===== src/rtl/mips_pipe_pkg.sv =====
// Shared types and constants for the 5-stage MIPS pipeline control blocks.
package mips_pipe_pkg;

  localparam int unsigned ALUOP_W  = 4;
  localparam logic [4:0]  REG_ZERO = 5'd0;

  typedef enum logic [0:0] {
    HZ_RUN,
    HZ_STALL
  } hz_state_t;

  typedef struct packed {
    logic               regwrite;
    logic               memread;
    logic               memwrite;
    logic               memtoreg;
    logic               alusrc;
    logic [ALUOP_W-1:0] aluop;
  } idex_ctrl_t;

endpackage


===== src/rtl/load_use_detect.sv =====
// Load-use hazard equation: the instruction in ID reads the register a load in EX will write.
module load_use_detect
  import mips_pipe_pkg::*;
(
  input  logic       idex_valid_i,
  input  logic       idex_memread_i,
  input  logic [4:0] idex_wreg_i,
  input  logic       id_valid_i,
  input  logic [4:0] id_rs_i,
  input  logic [4:0] id_rt_i,
  input  logic       id_uses_rt_i,
  output logic       hazard_o
);

  logic rs_match, rt_match;

  always_comb begin
    rs_match = (id_rs_i == idex_wreg_i);
    rt_match = id_uses_rt_i && (id_rt_i == idex_wreg_i);
    hazard_o = idex_valid_i && idex_memread_i && (idex_wreg_i != REG_ZERO) && id_valid_i &&
               (rs_match || rt_match);
  end

endmodule


===== src/rtl/idex_hazard_stage.sv =====
// ID/EX pipeline register with load-use stall FSM, branch squash and saturating stall counter.
module idex_hazard_stage
  import mips_pipe_pkg::*;
#(
  parameter int unsigned LOAD_USE_BUBBLES = 1,
  parameter int unsigned DATA_W           = 32,
  parameter int unsigned STALLCNT_W       = 16
) (
  input  logic                  clk_i,
  input  logic                  rst_ni,
  input  logic                  id_valid_i,
  input  logic [4:0]            id_rs_i,
  input  logic [4:0]            id_rt_i,
  input  logic [4:0]            id_rd_i,
  input  logic                  id_uses_rt_i,
  input  logic                  id_regdst_i,
  input  logic                  id_regwrite_i,
  input  logic                  id_memread_i,
  input  logic                  id_memwrite_i,
  input  logic                  id_memtoreg_i,
  input  logic                  id_alusrc_i,
  input  logic [ALUOP_W-1:0]    id_aluop_i,
  input  logic [DATA_W-1:0]     id_rs_data_i,
  input  logic [DATA_W-1:0]     id_rt_data_i,
  input  logic [DATA_W-1:0]     id_imm_i,
  input  logic                  ex_branch_flush_i,
  output logic                  pc_write_en_o,
  output logic                  ifid_write_en_o,
  output logic                  idex_valid_o,
  output logic [4:0]            idex_rs_o,
  output logic [4:0]            idex_rt_o,
  output logic [4:0]            idex_wreg_o,
  output logic                  idex_regwrite_o,
  output logic                  idex_memread_o,
  output logic                  idex_memwrite_o,
  output logic                  idex_memtoreg_o,
  output logic                  idex_alusrc_o,
  output logic [ALUOP_W-1:0]    idex_aluop_o,
  output logic [DATA_W-1:0]     idex_rs_data_o,
  output logic [DATA_W-1:0]     idex_rt_data_o,
  output logic [DATA_W-1:0]     idex_imm_o,
  output logic [STALLCNT_W-1:0] stall_cycles_o
);

  // Bubbles remaining after the first one, loaded on hazard detection.
  localparam logic [1:0] CntInit = 2'(LOAD_USE_BUBBLES - 1);

  hz_state_t              state_q, state_d;
  logic [1:0]             cnt_q, cnt_d;
  logic [STALLCNT_W-1:0]  stall_q, stall_d;

  idex_ctrl_t             ctrl_q, ctrl_d;
  logic                   valid_q, valid_d;
  logic [4:0]             rs_q, rs_d, rt_q, rt_d, wreg_q, wreg_d;
  logic [DATA_W-1:0]      rs_data_q, rs_data_d, rt_data_q, rt_data_d, imm_q, imm_d;

  logic hazard;
  logic load_bubble;
  logic count_bubble;
  logic hold_front;

  load_use_detect u_load_use_detect (
    .idex_valid_i   (valid_q),
    .idex_memread_i (ctrl_q.memread),
    .idex_wreg_i    (wreg_q),
    .id_valid_i     (id_valid_i),
    .id_rs_i        (id_rs_i),
    .id_rt_i        (id_rt_i),
    .id_uses_rt_i   (id_uses_rt_i),
    .hazard_o       (hazard)
  );

  // State register
  always_ff @(posedge clk_i) begin
    if (!rst_ni) begin
      state_q <= HZ_RUN;
      cnt_q   <= 2'd0;
      stall_q <= '0;
    end else begin
      state_q <= state_d;
      cnt_q   <= cnt_d;
      stall_q <= stall_d;
    end
  end

  // Next-state logic; flush overrides both hazard and STALL
  always_comb begin
    state_d      = state_q;
    cnt_d        = cnt_q;
    load_bubble  = 1'b1;
    count_bubble = 1'b0;
    if (ex_branch_flush_i) begin
      state_d = HZ_RUN;
      cnt_d   = 2'd0;
    end else begin
      unique case (state_q)
        HZ_RUN: begin
          if (hazard) begin
            count_bubble = 1'b1;
            cnt_d        = CntInit;
            state_d      = (CntInit != 2'd0) ? HZ_STALL : HZ_RUN;
          end else begin
            load_bubble = !id_valid_i;
          end
        end
        HZ_STALL: begin
          count_bubble = 1'b1;
          cnt_d        = cnt_q - 2'd1;
          if (cnt_q == 2'd1) state_d = HZ_RUN;
        end
      endcase
    end
    stall_d = (count_bubble && (stall_q != '1)) ? stall_q + STALLCNT_W'(1) : stall_q;
  end

  // Outputs
  always_comb begin
    hold_front      = !ex_branch_flush_i && ((state_q == HZ_STALL) ||
                                             ((state_q == HZ_RUN) && hazard));
    pc_write_en_o   = !hold_front;
    ifid_write_en_o = !hold_front;
  end

  always_comb begin
    ctrl_d    = '0;
    valid_d   = 1'b0;
    rs_d      = '0;
    rt_d      = '0;
    wreg_d    = '0;
    rs_data_d = '0;
    rt_data_d = '0;
    imm_d     = '0;
    if (!load_bubble) begin
      valid_d         = 1'b1;
      ctrl_d.regwrite = id_regwrite_i;
      ctrl_d.memread  = id_memread_i;
      ctrl_d.memwrite = id_memwrite_i;
      ctrl_d.memtoreg = id_memtoreg_i;
      ctrl_d.alusrc   = id_alusrc_i;
      ctrl_d.aluop    = id_aluop_i;
      rs_d            = id_rs_i;
      rt_d            = id_rt_i;
      wreg_d          = id_regdst_i ? id_rd_i : id_rt_i;
      rs_data_d       = id_rs_data_i;
      rt_data_d       = id_rt_data_i;
      imm_d           = id_imm_i;
    end
  end

  always_ff @(posedge clk_i) begin
    if (!rst_ni) begin
      ctrl_q    <= '0;
      valid_q   <= 1'b0;
      rs_q      <= '0;
      rt_q      <= '0;
      wreg_q    <= '0;
      rs_data_q <= '0;
      rt_data_q <= '0;
      imm_q     <= '0;
    end else begin
      ctrl_q    <= ctrl_d;
      valid_q   <= valid_d;
      rs_q      <= rs_d;
      rt_q      <= rt_d;
      wreg_q    <= wreg_d;
      rs_data_q <= rs_data_d;
      rt_data_q <= rt_data_d;
      imm_q     <= imm_d;
    end
  end

  assign idex_valid_o    = valid_q;
  assign idex_rs_o       = rs_q;
  assign idex_rt_o       = rt_q;
  assign idex_wreg_o     = wreg_q;
  assign idex_regwrite_o = ctrl_q.regwrite;
  assign idex_memread_o  = ctrl_q.memread;
  assign idex_memwrite_o = ctrl_q.memwrite;
  assign idex_memtoreg_o = ctrl_q.memtoreg;
  assign idex_alusrc_o   = ctrl_q.alusrc;
  assign idex_aluop_o    = ctrl_q.aluop;
  assign idex_rs_data_o  = rs_data_q;
  assign idex_rt_data_o  = rt_data_q;
  assign idex_imm_o      = imm_q;
  assign stall_cycles_o  = stall_q;

endmodule


===== config.mk =====
export PLATFORM = sky130hd
export DESIGN_NAME = idex_hazard_stage
export DESIGN_NICKNAME = d
export VERILOG_FILES = /design/src/rtl/mips_pipe_pkg.sv /design/src/rtl/load_use_detect.sv /design/src/rtl/idex_hazard_stage.sv
export SDC_FILE = /design/constraint.sdc
export NUM_CORES = 1
export LEC_CHECK = 0
export ABC_AREA = 1
export CAP_MARGIN = 40
export CORE_AREA = 2 2 100 174
export CTS_CLUSTER_SIZE = 20
export DETAILED_ROUTE_END_ITERATION = 8
export DIE_AREA = 0 0 102 176
export SYNTH_ARGS = -nofsm -noshare
export SYNTH_HDL_FRONTEND = slang
export SYNTH_SLANG_ARGS = --single-unit

===== constraint.sdc =====
create_clock -name clk_i -period 3.9 [get_ports clk_i]
set_clock_uncertainty 0.2 [all_clocks]
set_input_delay 0.585 -clock clk_i [delete_from_list [all_inputs] [get_ports clk_i]]
set_output_delay 0.585 -clock clk_i [all_outputs]
set_load 0.005 [all_outputs]

**Word-level counts from Yosys, hierarchy flattened**

Cells that the tools add are included.

- $add $sub $neg: 2
- $mul: 0
- Divide/modulo/power cells: 0
- $lt $le $gt $ge: 0
- Equality and inequality tests: 5
- Shift operators: 0
- Mux-type cells: 12
- Bitwise gates (word level): 2
- Reduce and logical (&&, ||, !) cells: 16

Operator list:

| operator | count |
|---|---|
| $add A16 B1 Y16 const B | 1 |
| $ne A16 B16 Y1 const B | 1 |
| $eq A5 B5 Y1 | 2 |
| $logic_and A1 B1 Y1 | 8 |
| $mux W1 | 7 |
| $mux W5 | 1 |
| $reduce_bool A5 Y1 | 1 |
| $pmux W1 S2 | 2 |
| $pmux W2 S2 | 1 |
| $reduce_or A2 Y1 | 2 |
| $logic_not A1 Y1 | 3 |
| $eq A2 B1 Y1 const B | 1 |
| $logic_or A1 B1 Y1 | 2 |
| $mux W2 | 1 |
| $ne A2 B2 Y1 const B | 1 |
| $not A1 Y1 | 2 |
| $sub A2 B1 Y2 const B | 1 |

- Flip-flop bits (word level): 140
- Bits in latches: 0
- RAM bits: 0
- ROM bits: 0
- Bits of input ports: 126
- Output and inout bits: 139
- Word-level logic and storage cells: 53
- Memories: 0

**Logic depth before layout (Yosys ltp)**

- Word-level depth: 8
- Mapped depth: 13
- Depth with buffers taken out: 12

**Cells and area by module**

A second synthesis with hierarchy kept.

- Cells, all modules: 611
- Area total of the unflattened synthesis: 4790.8 um^2

By module, submodules not included:

| module | instances | cells each | area each (um^2) |
|---|---|---|---|
| idex_hazard_stage | 1 | 559 | 4579.4 |
| load_use_detect | 1 | 52 | 211.5 |

**Worst setup path after synthesis**

OpenSTA, ideal clock, no wires.

- Path type: input -> output
- From: in id_rt_i[3]
- To: out pc_write_en_o
- Arrival time: 1.335 ns
- Setup slack: 1.780 ns
- Cell stages on the path: 10
- Buffers on the path: 1
- Path through: inv_1 nand2_1 nand2_1 nor2_1 nand3_1 nand2_1 nand2_2 nand2_4 nand2_1 buf_4

- Word-level cells in the longest chain between the ends: 8

Ends and longest elaborated chain:

| item | line | RTL |
|---|---|---|
| from (decl) | idex_hazard_stage.sv:13 | `input logic [4:0] id_rt_i,` |
| $eq A5 B5 Y1 | load_use_detect.sv:19 | `rt_match = id_uses_rt_i && (id_rt_i == idex_wreg_i);` |
| $logic_and A1 B1 Y1 | load_use_detect.sv:19 |  |
| $logic_or A1 B1 Y1 | load_use_detect.sv:21 | `(rs_match \|\| rt_match);` |
| $logic_and A1 B1 Y1 | load_use_detect.sv:20 | `hazard_o = idex_valid_i && idex_memread_i && (idex_wreg_i != REG_ZERO) && id_valid_i &&` |
| $logic_and A1 B1 Y1 | idex_hazard_stage.sv:119 | `((state_q == HZ_RUN) && hazard));` |
| $logic_or A1 B1 Y1 | idex_hazard_stage.sv:118 | `hold_front = !ex_branch_flush_i && ((state_q == HZ_STALL) \|\|` |
| $logic_and A1 B1 Y1 | idex_hazard_stage.sv:118 |  |
| $logic_not A1 Y1 | n/a |  |
| to (decl) | idex_hazard_stage.sv:27 | `output logic pc_write_en_o,` |

Every way passes these cells.

**Worst setup path after layout**

- From: in id_rt_i[4]
- To: out pc_write_en_o

- Word-level cells in the longest chain between the ends: 8

Ends and longest elaborated chain:

| item | line | RTL |
|---|---|---|
| $eq A5 B5 Y1 | load_use_detect.sv:19 |  |
| $logic_and A1 B1 Y1 | load_use_detect.sv:19 |  |
| $logic_or A1 B1 Y1 | load_use_detect.sv:21 |  |
| $logic_and A1 B1 Y1 | load_use_detect.sv:20 |  |
| $logic_and A1 B1 Y1 | idex_hazard_stage.sv:119 |  |
| $logic_or A1 B1 Y1 | idex_hazard_stage.sv:118 |  |
| $logic_and A1 B1 Y1 | idex_hazard_stage.sv:118 |  |
| $logic_not A1 Y1 | idex_hazard_stage.sv:120 | `pc_write_en_o = !hold_front;` |

Every way passes these cells.

==> impl_results.md <==
- IO Count: about 270
- Worst VDD drop: roughly 0.24 mV
- Cells on Worst Hold Path: 1
- R2r setup slk: 1.92 ns
- Path length in cells of the critical path: 11
- Top-area cell type share of the netlist area: 0.578
- Global-route wire length before repair: 21800 um
- Number of DRC violations after detailed routing: 0
- Largest net degree at the start of global routing: 76
- Length of the first detailed-routing pass in iterations: 4
- Critical path arrival: 2.44 ns
- Hold slack: 0.271 ns
- Run status: finished clean
- Final routed wirelength across all metal layers: 14300 um
- Final Instance Area: about 0.0083 mm^2
- # H-tree levels: 4
- CTS Buf Count: 17
- Combined flip-flop and latch cell area: 0.00280 mm^2
- Antenna-violating nets left: 0
- TritonCTS clock tree: yes
- Multi-input logic area: 0.00128 mm^2
- Count of instances resized after the clock tree is built: 0
- Origin of the critical flop-to-flop path: idex_wreg_o[1]
- Total leakage power: 3.84 nW
- Post-synthesis instance total: 619
- Ys Warns: 0
- Final setup violation count: 0
- Critical path's top delay family: buffers and inverters
- Total number of clock tree sinks: 140
- Kind of path behind the tightest hold check: reg2reg
- Sequential element share of the synthesized area: 0.578
- Sequence of cells on the critical path: clkdlybuf4s50_1, inv_1, nand2_1, nand2_1, nor2_1, nand3_1, nand2_1, nand2_2, nand2_4, nand2_1, clkdlybuf4s50_1
- Cell accounting for the most synthesized area: sky130_fd_sc_hd__dfxtp_1
- Largest incremental delay on the critical path: around 0.48 ns
- End of the worst hold path: cnt_q[0]
- GR Util All Layers: 0.158
- Biggest fanout along the worst timing path: 26
- Post-synthesis instance area: 0.00485 mm^2
- Number of distinct library cells after synthesis: 27
- Worst endpoint required time: ~3.1 ns
- Number of nets in the finished design: 1013
- Overflow left after global routing: 0
- Fraction of the cycle the final worst path needs: 0.826
- Worst path slowest cell: sky130_fd_sc_hd__clkdlybuf4s50_1
- Number of filler cells placed in the layout: 1625
- Post-CTS setup-driven buffer insertion count: 0
- Die Span X: 102 um
- Fraction of layout cells with a size suffix above 1: 0.0568
- RSZ-0062 raised after global routing: no
- Max-cap violations: 0
- Routed wire per std cell: 12.8 um
- Top post-synthesis cells by area: sky130_fd_sc_hd__dfxtp_1, sky130_fd_sc_hd__nor2_1, sky130_fd_sc_hd__inv_1
- Kind of capture point of the worst setup path: output pin
- Reg2reg path depth: 10
- Number of global-route vias before repair: 4221
- Number of design-rule violations left by the first detailed-router iteration: 98
- Number of buffers inserted by hold repair at cts: 0
- Critical path startpoint category: input port
- Total of buffers placed on input and output ports: approximately 260
- Worst path buffer plus inverter count: 3
- Startpoint of the tightest hold check path: cnt_q[0]
- Net count after synthesis: 747
- Number of diodes: 0
- Die area: 0.0180 mm^2
- Slew headroom: 0.747
- Number of rows in the core area: 62
- Cell count after placement: approximately 1100
- Routed via count: 4346
- Flops & latches, synth: 140
- Commonest cells after routing, fill and taps aside: sky130_fd_sc_hd__clkdlybuf4s50_1, sky130_fd_sc_hd__nor2_1, sky130_fd_sc_hd__inv_1
- Synthesis-to-layout area growth: 70.9%
- Area post-placement: 0.00766 mm^2
- Core region area: 0.0164 mm^2
- RR Endpoint: idex_imm_o[9]
- Post-Synthesis Mean Instance Area: around 7.8 um^2
- Initial Utilization: 0.295
- Clock root buffer: sky130_fd_sc_hd__clkbuf_16
- Worst Tran Pin Value: 0.379 ns
- Clock Pin Slew Worst Setup and Hold Paths: ~0.060 ns
- Highest Clock Rate: ~310 MHz
- Gpl congestion: 0.821
- Skew-Pair Late Insertion Delay: approximately 0.4 ns
- Time the final worst path needs with I/O delays and setup: 3.22 ns
- Deepest clock path buffer count: 2
- Fin Setup TNS: 0 ns
- DR vias/cell: 3.87
- CP dominant cell by count: sky130_fd_sc_hd__nand2_1
- Detailed placement HPWL: 11100 um
- Final non-filler cell total: 1122
- Power per Cell Area: 418 mW/mm^2
- Final max-slew violation count: 0
- Most common library cell in the layout ignoring fill and taps: sky130_fd_sc_hd__clkdlybuf4s50_1
- Crit Path Category: in2out
- Die Y-Extent: 176 um
- Final-report hold violation count: 0
- Initial antenna violation count: 0
-- metrics by stage --
stage	power [W]	utilization	setup WS [ns]
after floorplan	0.00159	-	1.78
after global placement	0.00179	0.466	0.678
after detailed placement	0.00179	0.466	0.662
after CTS	0.00353	0.504	0.647
after global routing	0.00361	0.504	0.494
final	0.00347	0.504	0.679
-- metal layers --
metal,vias up,wire (um),track usage
met5,-,0,0
met4,0,421,0.0722
met3,22,762,0.0348
met2,131,7910,0.304
met1,1899,5250,0.156
li1,2294,-,-
-- logic make-up (layout without fill, tap and decap cells) --
kind of cell | Yosys count | in the layout | share of synthesized area
DFF | 140 | 140 | 0.578
buffers and inverters | 184 | 463 | 0.161
AOI/OAI and AO/OA | 8 | 8 | 0.00877
and+or+nand+nor | 282 | 282 | 0.242
adders and majority gates | 2 | 2 | 0.00516
xor gates and xnor gates | 3 | 3 | 0.00542
-- flip-flops by register name, summed over array words and instances (netlist names) --
register,count
cnt_q,2
idex_aluop_o,4
idex_alusrc_o,1
idex_imm_o,32
idex_memread_o,1
idex_memtoreg_o,1
idex_memwrite_o,1
idex_regwrite_o,1
idex_rs_data_o,32
idex_rs_o,5
idex_rt_data_o,32
idex_rt_o,5
idex_valid_o,1
idex_wreg_o,5
stall_cycles_o,16
state_q,1
-- cell usage after synthesis --
library cell               count
sky130_fd_sc_hd__a21oi_1       6
sky130_fd_sc_hd__buf_1         2
sky130_fd_sc_hd__buf_2         5
sky130_fd_sc_hd__buf_4         2
sky130_fd_sc_hd__buf_6        10
sky130_fd_sc_hd__clkbuf_1      2
sky130_fd_sc_hd__clkinv_1      1
sky130_fd_sc_hd__dfxtp_1     140
sky130_fd_sc_hd__ha_1          2
sky130_fd_sc_hd__inv_1       155
sky130_fd_sc_hd__inv_2         7
sky130_fd_sc_hd__nand2_1      71
sky130_fd_sc_hd__nand2_2       1
sky130_fd_sc_hd__nand2_4       1
sky130_fd_sc_hd__nand3_1      22
sky130_fd_sc_hd__nand3_2       2
sky130_fd_sc_hd__nand4_1      13
sky130_fd_sc_hd__nand4_2       1
sky130_fd_sc_hd__nor2_1      165
sky130_fd_sc_hd__nor2_2        1
sky130_fd_sc_hd__nor2_4        1
sky130_fd_sc_hd__nor3_1        3
sky130_fd_sc_hd__nor3_4        1
sky130_fd_sc_hd__o21ai_0       1
sky130_fd_sc_hd__o31ai_1       1
sky130_fd_sc_hd__xnor2_1       2
sky130_fd_sc_hd__xor2_1        1
-- area by class of cell --
| cell class | count | share of cell area |
|---|---|---|
| Clock buffer | 18 | 0.0530 |
| Clock inverter | 14 | 0.0232 |
| Inverter | 163 | 0.0738 |
| Multi-Input combinational cell | 295 | 0.154 |
| Sequential cell | 140 | 0.338 |
| Tap cell | 224 | 0.0338 |
| Timing Repair Buffer | 268 | 0.324 |
-- how the worst max path moves through the flow --
stage | startpoint | end | slack, ns
global placement | id_rt_i[4] | pc_write_en_o | 0.68
CTS | id_rs_i[0] | ifid_write_en_o | 0.65
floorplan | id_rt_i[3] | pc_write_en_o | 1.78
global route | id_rs_i[0] | ifid_write_en_o | 0.49
detailed placement | id_rs_i[0] | ifid_write_en_o | 0.66
finish | id_rt_i[4] | pc_write_en_o | 0.68
-- power by group --
part	internal [W]	leakage (nW)	total, W	switching, W
clock	0.00109	0.302	0.00171	0.000619
combinational	0.000188	2.40	0.000285	0.0000969
sequential	0.00146	1.14	0.00147	0.00000963
total	0.00274	3.84	0.00347	0.000725
(Power assumes the default switching activity.)
